### config.mk
export PLATFORM = sky130hd
export DESIGN_NAME = capture_ctrl
export DESIGN_NICKNAME = d
export VERILOG_FILES = /design/src/rtl/capture_pkg.sv /design/src/rtl/trig_detect.sv /design/src/rtl/capture_ctrl.sv
export SDC_FILE = /design/constraint.sdc
export NUM_CORES = 1
export LEC_CHECK = 0
export BUFFER_PORTS_ARGS = -buffer_cell sky130_fd_sc_hd__buf_2
export CORE_UTILIZATION = 35
export DETAILED_ROUTE_END_ITERATION = 10
export GPL_TIMING_DRIVEN = 1
export PLACE_DENSITY = 0.61
export SETUP_SLACK_MARGIN = 0.15
export SYNTH_ARGS = -nofsm -noshare
export SYNTH_HDL_FRONTEND = slang
export SYNTH_SLANG_ARGS = --single-unit
### constraint.sdc
create_clock -name clk -period 2.7 [get_ports clk]
set_clock_uncertainty 0.15 [all_clocks]
set_input_delay 0.405 -clock clk [delete_from_list [all_inputs] [get_ports clk]]
set_output_delay 0.405 -clock clk [all_outputs]
set_load 0.02 [all_outputs]
### src/rtl/capture_pkg.sv
// Shared types and constants for the capture controller slice.
package capture_pkg;

  localparam int BASE  = 9;
  localparam int CNT_W = BASE + 1;

  typedef enum logic [2:0] {
    IDLE      = 3'd0,
    WAIT_TRIG = 3'd1,
    CAPTURE   = 3'd2,
    READOUT   = 3'd3,
    FLUSH     = 3'd4
  } cap_state_t;

endpackage

### src/rtl/trig_detect.sv
// Threshold-crossing detector: remembers the previous sample and flags a
// rising or falling crossing of trig_level on the current sample.
module trig_detect #(
  parameter int WIDTH = 8
) (
  input  logic             clk,
  input  logic             rst_n,
  input  logic             clr,
  input  logic             adc_valid,
  input  logic             trig_fall,
  input  logic [WIDTH-1:0] adc_data,
  input  logic [WIDTH-1:0] trig_level,
  output logic             hit
);

  logic [WIDTH-1:0] prev_r;
  logic             prev_valid_r;

  // Previous-sample register; clr drops validity so a stale sample cannot trigger
  always_ff @(posedge clk or negedge rst_n) begin
    if (!rst_n) begin
      prev_r       <= '0;
      prev_valid_r <= 1'b0;
    end else begin
      if (adc_valid) begin
        prev_r <= adc_data;
      end
      if (clr) begin
        prev_valid_r <= 1'b0;
      end else if (adc_valid) begin
        prev_valid_r <= 1'b1;
      end
    end
  end

  // Crossing compare against the threshold, unsigned
  always_comb begin
    hit = 1'b0;
    if (adc_valid && prev_valid_r) begin
      if (trig_fall) begin
        hit = (prev_r > trig_level) && (adc_data <= trig_level);
      end else begin
        hit = (prev_r < trig_level) && (adc_data >= trig_level);
      end
    end else begin
      hit = 1'b0;
    end
  end

endmodule

### src/rtl/capture_ctrl.sv
// Triggered capture into an external FIFO followed by a ready/valid readout.
// Optional auto-trigger after TIMEOUT idle cycles: define TRIG_TIMEOUT_EN.
module capture_ctrl
  import capture_pkg::*;
#(
  parameter int WIDTH   = 8,
  parameter int CAP_LEN = 256,
  parameter int TIMEOUT = 1000000
) (
  input  logic             clk,
  input  logic             rst_n,
  input  logic             arm,
  input  logic             abort,
  input  logic [WIDTH-1:0] trig_level,
  input  logic             trig_fall,
  input  logic [WIDTH-1:0] adc_data,
  input  logic             adc_valid,
  output logic [WIDTH-1:0] fifo_in,
  output logic             fifo_push,
  output logic             fifo_pop,
  input  logic [WIDTH-1:0] fifo_out,
  input  logic             fifo_empty,
  input  logic             fifo_full,
  output logic [WIDTH-1:0] rd_data,
  output logic             rd_valid,
  input  logic             rd_ready,
  output logic             busy,
  output logic             done,
  output logic             short_cap
);

  localparam logic [CNT_W-1:0] CAP_LEN_C = CNT_W'(CAP_LEN);

  cap_state_t       state_r;
  logic [CNT_W-1:0] cnt_r;
  logic             arm_pend_r;
  logic             rd_valid_r;
  logic             done_r;
  logic             short_cap_r;

  logic             hit_s;
  logic             trig_s;
  logic             push_s;
  logic             pop_s;
  logic             enter_wait_s;

  trig_detect #(
    .WIDTH(WIDTH)
  ) u_trig (
    .clk       (clk),
    .rst_n     (rst_n),
    .clr       (enter_wait_s),
    .adc_valid (adc_valid),
    .trig_fall (trig_fall),
    .adc_data  (adc_data),
    .trig_level(trig_level),
    .hit       (hit_s)
  );

`ifdef TRIG_TIMEOUT_EN
  localparam int             TO_W   = $clog2(TIMEOUT + 1);
  localparam logic [TO_W-1:0] TO_MAX = TO_W'(TIMEOUT);

  logic [TO_W-1:0] to_cnt_r;

  // Wait-for-trigger timer, saturating at TIMEOUT and restarted on each entry
  always_ff @(posedge clk or negedge rst_n) begin
    if (!rst_n) begin
      to_cnt_r <= '0;
    end else if (enter_wait_s) begin
      to_cnt_r <= '0;
    end else if ((state_r == WAIT_TRIG) && (to_cnt_r != TO_MAX)) begin
      to_cnt_r <= to_cnt_r + TO_W'(1);
    end else begin
      to_cnt_r <= to_cnt_r;
    end
  end

  assign trig_s = hit_s || ((to_cnt_r == TO_MAX) && adc_valid);
`else
  assign trig_s = hit_s;
`endif

  // FIFO strobes: the trigger sample must land in the same cycle it is seen
  always_comb begin
    push_s       = 1'b0;
    pop_s        = 1'b0;
    enter_wait_s = 1'b0;
    case (state_r)
      IDLE:      enter_wait_s = arm && fifo_empty;
      WAIT_TRIG: push_s = !abort && trig_s;
      CAPTURE:   push_s = !abort && adc_valid && !fifo_full;
      READOUT:   pop_s  = !abort && !fifo_empty && (!rd_valid_r || rd_ready);
      FLUSH: begin
        pop_s        = !fifo_empty;
        enter_wait_s = fifo_empty && arm_pend_r;
      end
      default: begin
        push_s       = 1'b0;
        pop_s        = 1'b0;
        enter_wait_s = 1'b0;
      end
    endcase
  end

  // Main control FSM with sample counter and status flags
  always_ff @(posedge clk or negedge rst_n) begin
    if (!rst_n) begin
      state_r     <= IDLE;
      cnt_r       <= '0;
      arm_pend_r  <= 1'b0;
      rd_valid_r  <= 1'b0;
      done_r      <= 1'b0;
      short_cap_r <= 1'b0;
    end else begin
      done_r <= 1'b0;
      case (state_r)
        IDLE: begin
          if (arm) begin
            short_cap_r <= 1'b0;
            if (fifo_empty) begin
              state_r <= WAIT_TRIG;
            end else begin
              state_r    <= FLUSH;
              arm_pend_r <= 1'b1;
            end
          end
        end
        WAIT_TRIG: begin
          if (abort) begin
            state_r    <= FLUSH;
            arm_pend_r <= 1'b0;
            rd_valid_r <= 1'b0;
          end else if (trig_s) begin
            cnt_r   <= CNT_W'(1);
            state_r <= (CAP_LEN_C == CNT_W'(1)) ? READOUT : CAPTURE;
          end
        end
        CAPTURE: begin
          if (abort) begin
            state_r    <= FLUSH;
            arm_pend_r <= 1'b0;
            rd_valid_r <= 1'b0;
          end else if (adc_valid) begin
            if (fifo_full) begin
              short_cap_r <= 1'b1;
              state_r     <= READOUT;
            end else begin
              cnt_r <= cnt_r + CNT_W'(1);
              if ((cnt_r + CNT_W'(1)) == CAP_LEN_C) begin
                state_r <= READOUT;
              end
            end
          end
        end
        READOUT: begin
          if (abort) begin
            state_r    <= FLUSH;
            arm_pend_r <= 1'b0;
            rd_valid_r <= 1'b0;
          end else begin
            if (pop_s) begin
              rd_valid_r <= 1'b1;
            end else if (rd_ready) begin
              rd_valid_r <= 1'b0;
            end
            // A pop always needs a non-empty FIFO, so empty here means none in flight
            if (fifo_empty && !rd_valid_r) begin
              done_r  <= 1'b1;
              state_r <= IDLE;
            end
          end
        end
        FLUSH: begin
          rd_valid_r <= 1'b0;
          if (fifo_empty) begin
            state_r    <= arm_pend_r ? WAIT_TRIG : IDLE;
            arm_pend_r <= 1'b0;
          end
        end
        default: state_r <= IDLE;
      endcase
    end
  end

  assign fifo_push = push_s;
  assign fifo_pop  = pop_s;
  assign fifo_in   = push_s ? adc_data : '0;
  assign rd_valid  = rd_valid_r;
  assign rd_data   = rd_valid_r ? fifo_out : '0;
  assign busy      = (state_r != IDLE);
  assign done      = done_r;
  assign short_cap = short_cap_r;

endmodule

==> impl_metrics.json <==
{
  "status": "complete, but fails checks",
  "violations": "negative hold slack, negative setup slack",
  "cts_tree": "done",
  "clk_latency_ps": 280,
  "ys_top_cells_by_area": "dfrtp_1 31%, ha_1 10%, mux2_2 4.4%, a21oi_1 3.9%, nand2_1 3.3%",
  "cp.required_ps": 2140,
  "die_area_um2": 6220,
  "cts_buffer_depth": 2,
  "holdWs_ps": -18.15,
  "ant_nets": 0,
  "routedWlPerCell_um": 14.03,
  "overflow": 0,
  "leakagePower_nw": 1.247,
  "start_util": 0.3688,
  "finalSetupViolCount": 9,
  "stdcell_count": 364,
  "fin_crit_ps": 2870,
  "drv_slew": 0,
  "cp-end-kind": "output port",
  "port_buffers": 54,
  "grt_pass1_vias": 1770,
  "vias": 1893,
  "finalSetupTns_ps": -1377,
  "layout-drive-gt1-share": 0.3801,
  "pre_cts_ws_ps": -51.44,
  "dr.pass1.iters": 4,
  "startpoint_type": "flip-flop",
  "ys_warn_count": 0,
  "synth_top_area_frac": 0.3146,
  "drv_cap": 0,
  "rows": 27,
  "cts.htree.levels": 1,
  "syn_avg_cell_area_um2": 8.992,
  "clk_pin_slew_ps": 100,
  "hpwl_um": 3685,
  "cp_max_fo": 5,
  "netlist_top_cells_count": "26 x dfrtp_1, 18 x nand2_1, 17 x ha_1",
  "grt_antenna_before_repair": 0,
  "syn_to_final_growth_pct": 30.37,
  "synth_cell_type_count": 53,
  "cts.sinks": 26,
  "ys_seq_area_frac": 0.3146,
  "syn_nets": 280,
  "syn_area_um2": 2068,
  "power_mw": 1.518,
  "fmaxAchievable_mhz": 348.5,
  "placed_cells": 357,
  "grt_max_degree": 27,
  "power_density_nw_per_um2": 563.1,
  "synthCells": 230,
  "max_slew_margin": 0.5828,
  "yosysMostFrequentCell": "dfrtp_1",
  "synth-seq-cells": 26,
  "gp_congestion": 0.8082,
  "final_hold_viol_count": 26,
  "arrival_ps": 2310,
  "wl_um": 5106,
  "die_h_um": 78.87,
  "cts_buffers": 3,
  "worst_pin_slew_ps": 625.9,
  "grt_pass1_wl_um": 8611,
  "vdd_ir_drop_max_v": 0.0003149,
  "async_reset_ff_frac": 1.000,
  "core_area_um2": 5608,
  "viasPerCell": 5.201,
  "synth_edf_count": 0,
  "yosys_most_used_dff": "dfrtp_1",
  "drc": 0,
  "io-pin-count": 55,
  "layout.nets": 343,
  "drtIter0Drc": 76,
  "min_period_over_period": 1.063,
  "min_path_type": "in -> async",
  "crit_type": "reg -> out",
  "cts_root_buf": "clkbuf_8",
  "setup_slack_ps": -169.6,
  "chipWidth_um": 78.87,
  "diodes": 0,
  "reg2reg_slack_ps": 290,
  "grt.total_usage": 0.1728,
  "netlist.top_cell.by_area": "dfrtp_1",
  "rsz0062_at_grt": "yes"
}
-- cell usage in the layout, fill, tap and decap left out, types with 4 or more instances in the layout --
master and n:
a21boi_1 7, a21oi_1 14, a31o_2 6, and2_1 9, buf_2 45, buf_4 21
buf_6 4, dfrtp_1 26, ha_1 12, ha_4 5, inv_1 11, mux2_2 8
nand2_1 18, nand3_1 11, nor2_1 15, nor3_1 4, o21ai_0 5
-- flip-flops by register name (all words and copies together), names as in the netlist --
signal and cells:
u_trig.prev_valid_r 1, state_r 3, rd_valid 1, arm_pend_r 1
short_cap 1, cnt_r 10, u_trig.prev_r 8, done 1
-- cells by family (layout without fill, tap and decap cells) --
family                   count (synthesis)  in the layout  synth area share
flip-flops                              26             26            0.3146
AO/OA/AOI/OAI                           68             68            0.2420
XOR/XNOR                                 1              1          0.004235
multiplexers                            10             10           0.05324
AND/OR/NAND/NOR                         84             84            0.2269
buffers and inverters                   24             86           0.05626
adder cells (fa/ha/maj)                 17             17            0.1028
-- routing by layer --
metal	share of wire	up-vias	GRT usage
li1	-	977	-
met1	0.49	887	0.2463
met2	0.48	27	0.2817
met3	0.023	2	0.02414
met4	0.0057	0	0.02727
met5	0	-	0
-- critical path, stage by stage, from the launching register on --
cell      delay (ps)
dfrtp_1          400
ha_1             300
nor2b_2          190
o21bai_4          60
a31o_2           210
o2111a_1         150
a22oi_2          300
buf_6            180
a21boi_1          70
buf_4            180
-- final cells by class --
cell class	instances	area, um2
flip-flops and latches	26	650.6
fillers	561	2912
clock buffers	3	41.29
inverters	12	45.04
well taps	72	90.09
repair buffers	70	427.9
multi-input cells	180	1411
clock inverters	1	30.03
-- stage by stage --
step / hold slack [ps] / area, um2 / util
detailed placement: 320.2 / 2459 / 0.4384
finish: -18.15 / 2696 / 0.4808
floorplan: -40.59 / 2072 / -
global route: 30.02 / 2696 / 0.4808
global placement: 323.9 / 2459 / 0.4384
CTS: 2.523 / 2643 / 0.4712
-- power breakdown --
group / leakage [nW] / switching, mW / internal (mW)
Sequential: 0.315 / 0.133 / 0.481
Combinational: 0.896 / 0.293 / 0.276
Clock: 0.0357 / 0.137 / 0.199
Total: 1.25 / 0.563 / 0.956
-- worst paths after layout --
check | to | from | cells after the start
worst max register to register | cnt_r[9]$_DFFE_PN0P_ | u_trig.prev_r[6]$_DFFE_PN0P_ | 9
min in group clk | short_cap$_DFFE_PN0P_ | arm | 2
worst max-delay path | fifo_in[4] | u_trig.prev_r[1]$_DFFE_PN0P_ | 9
worst min-delay path | u_trig.prev_r[0]$_DFFE_PN0P_ | rst_n | 1
worst min register to register | u_trig.prev_r[5]$_DFFE_PN0P_ | u_trig.prev_r[5]$_DFFE_PN0P_ | 1
max in group asynchronous | rd_valid$_DFFE_PN0P_ | rst_n | 1
-- repair_timing --
item,CTS,global route
gates cloned,1,0
hold buffers,0,0
gates resized for setup,21,8
setup endpoints to repair,9,11
pin swaps,1,2
buffers inserted,2,0
Note: power is estimated with default switching activity, not from simulation.
